**src/rtl/seq_div_32.sv**
```systemverilog
// Multi-cycle restoring divider: one quotient bit per cycle, Q/R registered when DONE rises.
// Define SEQ_DIV_SIGNED_EN to add the SIGNED input and two's-complement sign fix-up.
module seq_div_32 #(
    parameter int unsigned WIDTH = 32
) (
    input  logic             clk,
    input  logic             rst_n,
    input  logic             start,
    input  logic [WIDTH-1:0] dvd,
    input  logic [WIDTH-1:0] dvs,
`ifdef SEQ_DIV_SIGNED_EN
    input  logic             is_signed,
`endif
    output logic             busy,
    output logic             done,
    output logic [WIDTH-1:0] q,
    output logic [WIDTH-1:0] r,
    output logic             div0
);

    localparam int unsigned CntW = $clog2(WIDTH + 1);

    typedef enum logic [1:0] {StIdle, StBusy, StDone} state_e;

    state_e            state_q, state_d;
    logic [CntW-1:0]   cnt_q, cnt_d;
    logic [WIDTH-1:0]  rem_q, rem_d;
    logic [WIDTH-1:0]  quo_q, quo_d;
    logic [WIDTH-1:0]  dvs_q, dvs_d;
    logic [WIDTH-1:0]  q_q, q_d;
    logic [WIDTH-1:0]  r_q, r_d;
    logic              div0_q, div0_d;
    logic              negq_q, negq_d;
    logic              negr_q, negr_d;

    logic              sgn;
    logic              dvd_neg, dvs_neg;
    logic [WIDTH-1:0]  dvd_mag, dvs_mag;
    logic [WIDTH:0]    shifted;
    logic [WIDTH+1:0]  trial;
    logic              qbit;
    logic [WIDTH-1:0]  rem_next, quo_next;

`ifdef SEQ_DIV_SIGNED_EN
    assign sgn = is_signed;
`else
    assign sgn = 1'b0;
`endif

    assign dvd_neg = sgn & dvd[WIDTH-1];
    assign dvs_neg = sgn & dvs[WIDTH-1];
    assign dvd_mag = dvd_neg ? -dvd : dvd;
    assign dvs_mag = dvs_neg ? -dvs : dvs;

    // Partial remainder keeps its carry-out bit so divisors with the MSB set still work.
    assign shifted  = {rem_q, quo_q[WIDTH-1]};
    assign trial    = {1'b0, shifted} - {2'b00, dvs_q};
    assign qbit     = ~trial[WIDTH+1];
    assign rem_next = qbit ? trial[WIDTH-1:0] : shifted[WIDTH-1:0];
    assign quo_next = {quo_q[WIDTH-2:0], qbit};

    always_comb begin
        state_d = state_q;
        cnt_d   = cnt_q;
        rem_d   = rem_q;
        quo_d   = quo_q;
        dvs_d   = dvs_q;
        q_d     = q_q;
        r_d     = r_q;
        div0_d  = div0_q;
        negq_d  = negq_q;
        negr_d  = negr_q;
        case (state_q)
            StIdle, StDone: begin
                state_d = StIdle;
                if (start) begin
                    cnt_d  = '0;
                    div0_d = 1'b0;
                    if (dvs == '0) begin
                        state_d = StDone;
                        q_d     = '1;
                        r_d     = dvd;
                        div0_d  = 1'b1;
                    end else begin
                        state_d = StBusy;
                        rem_d   = '0;
                        quo_d   = dvd_mag;
                        dvs_d   = dvs_mag;
                        negq_d  = dvd_neg ^ dvs_neg;
                        negr_d  = dvd_neg;
                    end
                end
            end
            StBusy: begin
                rem_d = rem_next;
                quo_d = quo_next;
                cnt_d = cnt_q + 1'b1;
                if (cnt_q == CntW'(WIDTH - 1)) begin
                    state_d = StDone;
                    q_d     = negq_q ? -quo_next : quo_next;
                    r_d     = negr_q ? -rem_next : rem_next;
                end
            end
            default: state_d = StIdle;
        endcase
    end

    always_ff @(posedge clk or negedge rst_n) begin
        if (!rst_n) begin
            state_q <= StIdle;
            cnt_q   <= '0;
            rem_q   <= '0;
            quo_q   <= '0;
            dvs_q   <= '0;
            q_q     <= '0;
            r_q     <= '0;
            div0_q  <= 1'b0;
            negq_q  <= 1'b0;
            negr_q  <= 1'b0;
        end else begin
            state_q <= state_d;
            cnt_q   <= cnt_d;
            rem_q   <= rem_d;
            quo_q   <= quo_d;
            dvs_q   <= dvs_d;
            q_q     <= q_d;
            r_q     <= r_d;
            div0_q  <= div0_d;
            negq_q  <= negq_d;
            negr_q  <= negr_d;
        end
    end

    assign busy = (state_q == StBusy);
    assign done = (state_q == StDone);
    assign q    = q_q;
    assign r    = r_q;
    assign div0 = div0_q;

endmodule

```
**config.mk**
```make
export PLATFORM = sky130hd
export DESIGN_NAME = seq_div_32
export DESIGN_NICKNAME = d
export VERILOG_FILES = /design/src/rtl/seq_div_32.sv
export SDC_FILE = /design/constraint.sdc
export NUM_CORES = 1
export LEC_CHECK = 0
export ABC_AREA = 1
export CORE_MARGIN = 1.5
export CORE_UTILIZATION = 55
export DETAILED_ROUTE_END_ITERATION = 6
export MAX_ROUTING_LAYER = met4
export PLACE_DENSITY = 0.9
export SETUP_SLACK_MARGIN = 0.3
export SLEW_MARGIN = 20
export SYNTH_ARGS = -nofsm -noshare
export SYNTH_HDL_FRONTEND = slang
export SYNTH_SLANG_ARGS = --single-unit
export TNS_END_PERCENT = 20
```
**constraint.sdc**
```tcl
create_clock -name clk -period 6.05 [get_ports clk]
set_input_delay 1.21 -clock clk [delete_from_list [all_inputs] [get_ports clk]]
set_output_delay 1.21 -clock clk [all_outputs]
set_load 0.03 [all_outputs]
```
# Yosys cells after proc, flatten, opt, wreduce, memory -nomap -nowiden
# Index checks and enable logic that the tools add are counted.
# word_totals
regBits,169
out_inout_bits,67
# op_classes
mux,22
n_eq_ne,7
n_bitwise,2
addsub,2
n_reduce_logical,9
# ops
cell,n
32-bit 2-to-1 mux,11
32-bit case mux with 2 select lines,4
33-bit by 32-bit subtractor with 34-bit output,1
32-bit zero test,1
6-bit case mux with 2 select lines,1
6-bit by 1-bit adder with 6-bit output (second input constant),1
6-bit by 5-bit equality test with 1-bit output (second input constant),1
2-bit 2-to-1 mux,3
6-bit 2-to-1 mux,1
2-bit inequality test (second input constant),3
3-bit AND reduction,2
2-bit case mux with 2 select lines,1
2-bit AND reduction,2
4-bit AND reduction,1
2-bit by 1-bit equality test with 1-bit output (second input constant),1
2-bit equality test (second input constant),1
2-bit zero test,1
2-bit by 1-bit inequality test with 1-bit output (second input constant),1
1-bit inverter,2
2-bit nonzero test,1
2-bit OR reduction,1
1-bit 2-to-1 mux,1

# Logic depth before layout (Yosys ltp)
# Gate-level depths: netlist of the first run.
# logic_depth
word_depth,4
mapped_depth,18
ltp_nobuf,18

# Worst setup path before layout of the first run
# Ideal clock, no wire load.
# synth_path
path_type,in2reg
startpoint,input port dvs[15]
endpoint,register dvs_q[23]
t_arrival_ns,2.327
slack_ns,3.592
t_required_ns,5.919
stages,8
path_cell_list,nor4_1 -> nand3_1 -> nor2_1 -> nor2_1 -> clkbuf_1 -> clkbuf_1 -> nand2_1 -> o21ai_0
# synth_between
elab_chain_len,3
# synth_rtl
item,line_no,text
start: declaration,10,"input logic [WIDTH-1:0] dvs,"
32-bit zero test,79,if (dvs == '0) begin
1-bit inverter (no line),--,
3-bit AND reduction (no line),--,
end signal: assignment,125,dvs_q <= dvs_d;
end: declaration,29,"logic [WIDTH-1:0] dvs_q, dvs_d;"
# Every way passes these cells.
# A chain may end at the register's enable or synchronous reset.

# Worst setup path in the final report of the first run
# layout_path
startpoint,input port dvs[10]
endpoint,"register r_q[31], in the netlist r[31]"
# layout_between
elab_chain_len,3
# layout_rtl
item,line_no,text
32-bit zero test,79,
2-bit inequality test (no line),--,
4-bit AND reduction (no line),--,
end signal: assignment,127,r_q <= r_d;
end: declaration,31,"logic [WIDTH-1:0] r_q, r_d;"
# Every way passes these cells.

==> impl_metrics.tcl, run 1 <==
set metrics [dict create \
    grt_overflow 0 \
    ys_seq_elements 169 \
    grt_max_degree 73 \
    fin_setup_tns_ps 0 \
    globalplace.congestion 0.947 \
    hold_buffers 0 \
    via_count 9811 \
    syn_area_um2 10300 \
    fin_ws_ps 2430 \
    cts_tree "done" \
    routed_via_density 5.47 \
    dieWidth_um 140 \
    initial_core_util_pct 56.6 \
    worst_pin_slew_ps 922 \
    skew_ps 10.3 \
    post_drt_wl_per_cell_um 16.2 \
    io_buffers 133 \
    async_reset_ff_share_pct 100 \
    crit_fanout 40 \
    drv_slew 0 \
    multi_input_area_um2 4950 \
    cp_common_cell "nor2_1" \
    synth_nets 1544 \
    critPathCaptureType "flip-flop" \
    fill_cells 1485 \
    post_cts_buffers 0 \
    synth-edff-count 0 \
    track_usage_pct 31.5 \
    drcViolationCount 10 \
    p_leak_nw 7.05 \
    die_area_um2 19500 \
    rsz0062_at_grt "no" \
    max_freq_ghz 0.276 \
    final_area_um2 12300 \
    clockRootBuffer "clkbuf_16" \
    outcome "complete, but fails checks" \
    htreeDepth 4 \
    ioPinCount 134 \
    seq_area_frac_synth_pct 41.2 \
    synth_cell_types 43 \
    hpwl_um 21400 \
    setup_viol 0 \
    power_density_nw_per_um2 246 \
    peakVddDrop_mv 0.215 \
    pre_cts_slack_ps 1770 \
    violations "DRC" \
    finalCoreUtilization_pct 67.9 \
    first_global_vias 9471 \
    slew_headroom_pct 38.4 \
    grt_pass1_wl_um 47300 \
    critical-path-top-delay-family "simple AND/OR/NAND/NOR gates" \
    cts_resized 0 \
    synth_ff_type "dfrtp_1" \
    period_share_pct 59.9 \
    path_buf_inv 3 \
    dieHeight_um 140 \
    place_area_um2 11700 \
    crit_type "in -> reg" \
    insertion_delay_ps 430 \
    core_area_um2 18100 \
    min_period_ps 3620 \
    antenna_found_initial 0 \
    cp.arrival_ps 3950 \
    drtPass1Iterations 7 \
    drv_cap 0 \
    path_cells "clkdlybuf4s50_1 > nor2_1 > nand4_1 > nor2_1 > nand3_1 > nor2_1 > o21ai_4 > inv_2 > or2_2 > nand2_1 > inv_1" \
    cts_sinks 169 \
    whs_ps 474 \
    cp-start-kind "primary input" \
    antenna_left 0 \
    drive_above_1_share_pct 6.14 \
    wl_um 29000 \
    cts_buffer_depth 2 \
    numCtsBuffers 17 \
    num_rows 49 \
    clkTransAtPathRegs_ps 70 \
    fin_nets 1651 \
    regArea_um2 4230 \
    syn_area_per_cell_um2 7.12 \
    slowest_stage "o21ai_4" \
    antenna_cells 0 \
    synth_cells 1443 \
    max_stage_delay_ps 720 \
    hold_viol 0 \
    yosysWarnings 0 \
    required_ps 6380 \
    holdCritPathClass "reg -> reg" \
    dr.first_iter.drc_count 845 \
    syn2layout_area_growth_pct 20.0 \
]
-- report_power, final --
part	internal [mW]	switching [mW]
Clock	0.616	0.498
Combinational	0.236	0.403
Sequential	1.23	0.0405
Total	2.08	0.942
-- stage by stage --
stage	total power [mW]	std cells
6_report	3.03	1792
3_3_place_gp	1.92	1759
4_1_cts	3.03	1791
2_1_floorplan	1.70	1443
5_1_grt	3.17	1792
3_5_place_dp	1.93	1759
-- Yosys cell counts (16+ instances only) --
library cell,instances,area [µm²]
clkbuf_1,25,93.8
inv_1,222,833
nand4_1,42,263
a21o_1,27,203
nor2_1,117,439
nand2_1,435,1630
nand3_1,99,495
or2_1,18,113
o21ai_1,16,80.1
ha_1,33,413
o21ai_0,54,270
nand2_2,25,156
a21oi_1,54,270
dfrtp_1,169,4230
-- routing by layer --
metal  vias to the layer above  part of all wire, %  global-route usage (%)
li1                       4744                    -                       -
met2                       397                   48                    52.1
met3                        68                  6.5                    4.13
met4                         0                  3.4                    12.4
met5                         -                    0                       -
met1                      4602                   42                    39.6
-- worst paths after layout --
path	end	startpoint	slack [ps]	cells past startpoint
min in group asynchronous	dvs_q[12]	rst_n	800	1
hold reg to reg	cnt_q[5]	cnt_q[5]	470	1
hold / removal	cnt_q[5]	cnt_q[5]	470	1
setup reg to reg	r[16]	rem_q[25]	2840	12
max in group asynchronous	rem_q[17]	rst_n	4070	2
setup / recovery	r[31]	dvs[10]	2430	11
-- layout make-up --
type | count | area share [%]
clock buffers | 21 | 3.82
clock inverters | 11 | 0.995
inverters | 225 | 6.85
multi-input cells | 995 | 40.2
flip-flops and latches | 169 | 34.3
well taps | 229 | 2.32
repair buffers | 142 | 11.5
-- state kept, by name, indices dropped and copies added (netlist names) --
signal / cells
div0: 1
state_q: 2
quo_q: 32
rem_q: 32
r: 32
cnt_q: 6
q: 32
dvs_q: 32
-- kinds of logic (layout without fill, tap and decap cells) --
| family | Yosys count | after routing | share of synthesized area [%] |
|---|---|---|---|
| simple gates | 784 | 784 | 33.5 |
| buf+inv | 279 | 399 | 10.9 |
| flops | 169 | 169 | 41.2 |
| compound gates | 162 | 162 | 8.95 |
| fa+ha+maj | 34 | 34 | 4.21 |
| xor+xnor | 14 | 14 | 1.19 |
| mux | 1 | 1 | 0.0974 |
-- layout by cell type, fill, tap and decap left out, types with 2 or more instances in the layout --
cell type        Yosys  routed
nor2_4               2       4
nand4_1             42      42
nor2_1             117     116
clkinvlp_4           0       2
nor3_1               6       6
or2_1               18      18
buf_4                6       8
o21bai_1             4       4
clkbuf_8             0       3
inv_6                0       5
or2_0               10      10
a21o_1              27      27
nor4_1               5       5
inv_1              222     222
inv_2                3       3
o21ai_1             16      16
a21oi_1             54      54
nand2_2             25      25
o21ai_0             54      54
nand3b_1             2       2
nor2_2               4       3
inv_8                0       3
clkbuf_16            0      17
nand3_1             99      99
nand2_4              1       2
xor2_1              13      13
nand2_1            435     434
dfrtp_1            169     169
nand3_2              7       7
ha_1                33      33
and2_1               3       3
clkdlybuf4s50_1      0     132
or2_2                7       7
-- worst reg2reg max path: stages (launching register included) --
cell and delay [ps]:
dfrtp_1 430, ha_1 390, a21oi_1 220, nor2_1 80, o21ai_0 160, nand2_1 110, nor2_4 730, a21oi_4 310
buf_16 260, nand2_1 120, nand3_1 140, nand2_1 90, inv_1 50
Note: power is estimated with default switching activity, not from simulation.
==> inputs of run 2 (changes only) <==
- clock period: 6.05 -> 3.5 ns (I/O delays scaled with it)
==> impl_metrics.tcl, run 2 (synthesized netlist as in run 1, its figures left out) <==
set metrics [dict create \
    clockRootBuffer "clkbuf_16" \
    dieHeight_um 140 \
    drcViolationCount 15 \
    multi_input_area_um2 4950 \
    period_share_pct 85.7 \
    rsz0062_at_grt "no" \
    antenna_found_initial 0 \
    p_switching_mw 1.65 \
    regArea_um2 4230 \
    final_cell_mix "nand2_1, inv_1, dfrtp_1" \
    max_stage_delay_ps 520 \
    globalplace.congestion 0.957 \
    htreeDepth 4 \
    fill_cells 1468 \
    pwr-share-seq_pct 41.7 \
    first_global_vias 9708 \
    die_area_um2 19500 \
    peakVddDrop_mv 0.356 \
    p_leak_nw 7.09 \
    setup_viol 0 \
    finalCoreUtilization_pct 68.3 \
    hpwl_um 21500 \
    path_buf_inv 3 \
    io_buffers 133 \
    slew_headroom_pct 55.3 \
    outcome "complete, but fails checks" \
    wl_um 29700 \
    power.share.clock_pct 37.0 \
    ioPinCount 134 \
    syn2layout_area_growth_pct 20.6 \
    crit_fanout 60 \
    crit_type "in -> reg" \
    power_density_nw_per_um2 425 \
    routed_via_density 5.48 \
    internal-power_mw 3.62 \
    track_usage_pct 32.3 \
    post_drt_wl_per_cell_um 16.5 \
    holdCritPathClass "in -> async" \
    drv_slew 0 \
    r2r-start "rem_q[12]" \
    cts_tree "done" \
    violations "DRC" \
    cp_common_cell "nor2_1" \
    via_count 9854 \
    drv_cap 0 \
    initial_core_util_pct 56.6 \
    num_rows 49 \
    dieWidth_um 140 \
    numCtsBuffers 17 \
    antenna_cells 0 \
    worst_pin_slew_ps 671 \
    max_freq_ghz 0.334 \
    required_ps 3830 \
    grt_pass1_wl_um 48500 \
    hold_buffers 0 \
    cts_buffer_depth 2 \
    power.total_mw 5.27 \
    cp.arrival_ps 3330 \
    clkTransAtPathRegs_ps 70 \
    p_comb_share_pct 21.3 \
    path_cells "clkdlybuf4s50_1 > nor4_2 > nand3b_1 > nor2_1 > o21ai_4 > buf_4 > nor2_1 > nand3_1 > nand2_1 > inv_1" \
    cp-start-kind "primary input" \
    critPathCaptureType "flip-flop" \
    slowest_stage "clkdlybuf4s50_1" \
    antenna_left 0 \
    hold_viol 0 \
    fin_setup_tns_ps 0 \
    grt_overflow 0 \
    skew_ps 8.16 \
    core_area_um2 18100 \
    reg2reg_slack_ps 560 \
    grt_max_degree 77 \
    drtPass1Iterations 7 \
    dr.first_iter.drc_count 903 \
    cts_sinks 169 \
    switching_share_pct 31.4 \
    min_period_ps 3000 \
    fin_nets 1657 \
    critPathLaunch "dvs[0]" \
    insertion_delay_ps 430 \
    drive_above_1_share_pct 6.56 \
    layout_commonest_cell "nand2_1" \
    critical-path-top-delay-family "simple AND/OR/NAND/NOR gates" \
]
-- run 2: power groups by stage --
stage | Combinational, mW | Sequential [mW] | Clock, mW
floorplan | 0.690 | 2.25 | 0
global placement | 1.08 | 2.23 | 0
detailed placement | 1.11 | 2.24 | 0
CTS | 1.12 | 2.20 | 1.96
global route | 1.24 | 2.21 | 2.03
finish | 1.12 | 2.20 | 1.95
-- run 2: path summary, 6_finish.rpt --
path                             end  cells past startpoint
max in group asynchronous  rem_q[26]                      2
min reg2reg                    q[25]                      2
min                            r[12]                      1
max                            r[12]                     10
min in group clk               q[25]                      2
max reg2reg                    r[10]                     14
-- run 2: metal layers --
layer / up-vias / GRT usage (%) / routed length (µm)
met5: - / - / 0
met1: 4599 / 39.9 / 12300
met4: 0 / 15.9 / 1400
met3: 98 / 4.54 / 1810
met2: 408 / 52.3 / 14200
li1: 4749 / - / -
-- run 2: cell type report --
cell class	instances	area share [%]
clock buffers	18	3.46
multi-input cells	995	40.0
clock inverters	14	1.35
well taps	229	2.31
repair buffers	148	12.0
inverters	225	6.81
flip-flops and latches	169	34.1
-- run 2: worst reg2reg max path, delay by kind of cell, from the launching register on --
kind                       cells  cell delay (ps)
AOI/OAI and AO/OA              1              390
adders and majority gates      1              410
buffers and inverters          3              450
DFF                            1              440
and+or+nand+nor                9             1180
-- run 2: stage by stage --
step / cell area (µm²) / hold WS [ps] / setup slack, ps / std cells
final: 12400 / 265 / 502 / 1798
after CTS: 12400 / 292 / 327 / 1798
after global routing: 12400 / 314 / 393 / 1798
after global placement: 11800 / 460 / -88.1 / 1766
after floorplan: 10300 / 404 / 1500 / 1443
after detailed placement: 11800 / 474 / -82.9 / 1766
-- run 2: repair_timing --
action	in CTS	in global routing
hold endpoints to repair	0	0
buffers inserted	0	0
endpoints found under the setup margin	0	25
gates resized for setup	0	1
==> inputs of run 3 (changes only) <==
- ABC_AREA: 1 -> default
- PLACE_DENSITY: 0.9 -> 0.91
==> impl_metrics.tcl, run 3 <==
set metrics [dict create \
    max_stage_delay_ps 550 \
    cts_sinks 169 \
    synth_top_area_share_pct 46.9 \
    synth_cell_types 62 \
    critical-path-top-delay-family "compound AO/OA/AOI/OAI gates" \
    hpwl_um 18100 \
    peakVddDrop_mv 0.637 \
    drcViolationCount 0 \
    async_reset_ff_share_pct 100 \
    r2r-start "rem_q[7]" \
    skew_ps 6.11 \
    synth-edff-count 0 \
    dieWidth_um 131 \
    critPathCaptureType "flip-flop" \
    synth_nets 1136 \
    synth_most_common_cell "dfrtp_1" \
    fill_cells 1147 \
    seq_area_frac_synth_pct 46.9 \
    syn_area_um2 9020 \
    final_area_um2 11400 \
    globalplace.congestion 0.945 \
    die_area_um2 17200 \
    min_period_ps 3230 \
    routed_via_density 6.13 \
    path_cells "ha_1 > a21oi_1 > o21ai_1 > or4_1 > o221ai_1 > a21oi_1 > or3_1 > o2111a_1 > a221o_1" \
    slew_headroom_pct 39.1 \
    antenna_left 0 \
    r2r-end "rem_q[31]" \
    synth_ff_type "dfrtp_1" \
    final_cell_mix "dfrtp_1, nand2_1, clkdlybuf4s50_1" \
    htreeDepth 4 \
    place_area_um2 10600 \
    drive_above_1_share_pct 8.38 \
    grt_max_degree 79 \
    via_count 8500 \
    syn_area_per_cell_um2 8.72 \
    core_area_um2 15900 \
    clockRootBuffer "clkbuf_16" \
    numCtsBuffers 17 \
    post_drt_wl_per_cell_um 18.4 \
    p_leak_nw 4.90 \
    hold_viol 0 \
    layout_commonest_cell "dfrtp_1" \
    instances_no_fill 1386 \
    setup_viol 0 \
    cp_common_cell "a21oi_1" \
    ys_seq_elements 169 \
    cp-start-kind "flip-flop" \
    cts_tree "done" \
    num_rows 46 \
    dr.first_iter.drc_count 921 \
    period_share_pct 92.2 \
    netlist_top_cells_count "dfrtp_1, nand2_1, nor2_1, o21ai_0, a21oi_1" \
    antenna_found_initial 0 \
    post-place-cells 1344 \
    grt_overflow 0 \
    insertion_delay_ps 440 \
    yosysWarnings 0 \
    regArea_um2 4230 \
    track_usage_pct 30.4 \
    crit_type "reg -> reg" \
    fin_nets 1258 \
    grt_pass1_wl_um 39100 \
    io_buffers 133 \
    antenna_cells 0 \
    synth_area_leader_cell "dfrtp_1" \
    drv_slew 0 \
    synth_area_leaders "dfrtp_1, nand2_1, o21ai_0" \
    power_density_nw_per_um2 1200 \
    drv_cap 0 \
    initial_core_util_pct 56.6 \
    max_freq_ghz 0.310 \
    holdCritPathClass "in -> async" \
    synth_cells 1035 \
    power.total_mw 13.8 \
    required_ps 3820 \
    wl_um 25400 \
    reg2reg_slack_ps 270 \
    slowest_stage "or4_1" \
    ioPinCount 134 \
    rsz0062_at_grt "yes" \
    syn2layout_area_growth_pct 26.9 \
    cp.arrival_ps 3550 \
    path_buf_inv 0 \
    multi_input_area_um2 4530 \
    crit_fanout 6 \
    dieHeight_um 131 \
    r2r_cells 9 \
    clkTransAtPathRegs_ps 70 \
    outcome "finished clean" \
    worst_pin_slew_ps 911 \
    drtPass1Iterations 6 \
    cts_buffer_depth 2 \
    first_global_vias 7874 \
    fin_setup_tns_ps 0 \
]
run 3: changes by cell type in the layout (fill, tap and decap cells not counted), moves of 31 or more:
cell and delta:
nand2_1 -268, inv_1 -181, nand3_1 -60, o21ai_0 +42, a31oi_1 +36, a21oi_1 +31
run 3: cells by family after synthesis:
logic type | share of synthesized area (%)
flip-flops | 46.9
multiplexers | 2.34
adder cells (fa/ha/maj) | 4.80
AO/OA/AOI/OAI | 21.0
AND/OR/NAND/NOR | 17.9
buffers and inverters | 4.81
XOR/XNOR | 2.33
run 3: layout make-up:
cell class / instances / share of cell area (%)
Timing Repair Buffer: 163 / 14.5
Clock inverter: 14 / 1.40
Tap cell: 216 / 2.36
Multi-Input combinational cell: 762 / 39.6
Sequential cell: 169 / 37.0
Clock buffer: 18 / 3.75
Inverter: 44 / 1.44
run 3: timing repair:
item / CTS / global route
pin swaps: 1 / 4
buffers inserted: 0 / 8
resized for setup: 4 / 27
cloned: 0 / 2
setup endpoints to repair: 26 / 53
hold buffers: 0 / 0
run 3: power breakdown:
part / internal [mW] / switching (mW)
Clock: 1.07 / 0.834
Combinational: 3.51 / 4.83
Sequential: 2.89 / 0.655
run 3: how the worst max path moves through the flow:
| stage | from | endpoint | depth (start not counted) |
|---|---|---|---|
| floorplan | rem_q[2] | r[31] | 10 |
| global placement | dvs[23] | r[31] | 8 |
| detailed placement | dvs[23] | r[0] | 10 |
| finish | rem_q[7] | rem_q[31] | 9 |
| global route | rem_q[7] | rem_q[31] | 9 |
| CTS | rem_q[7] | rem_q[31] | 9 |
run 3: routing by layer:
metal  track usage [%]  part of all wire (%)  vias up
met2              47.3                    46      465
li1                  -                     -     3906
met3              5.60                   8.7       67
met1              40.1                    43     4062
met4              10.6                   2.4        0
met5                 -                     0        -
run 3: per-stage QoR:
| step | hold slack (ps) | setup slack [ps] | util, % |
|---|---|---|---|
| after floorplan | 404 | 790 | - |
| after global placement | 468 | 206 | 66.6 |
| after detailed placement | 476 | 150 | 66.6 |
| after CTS | 297 | 292 | 70.4 |
| after global routing | 333 | 231 | 71.8 |
| final | 267 | 273 | 71.8 |
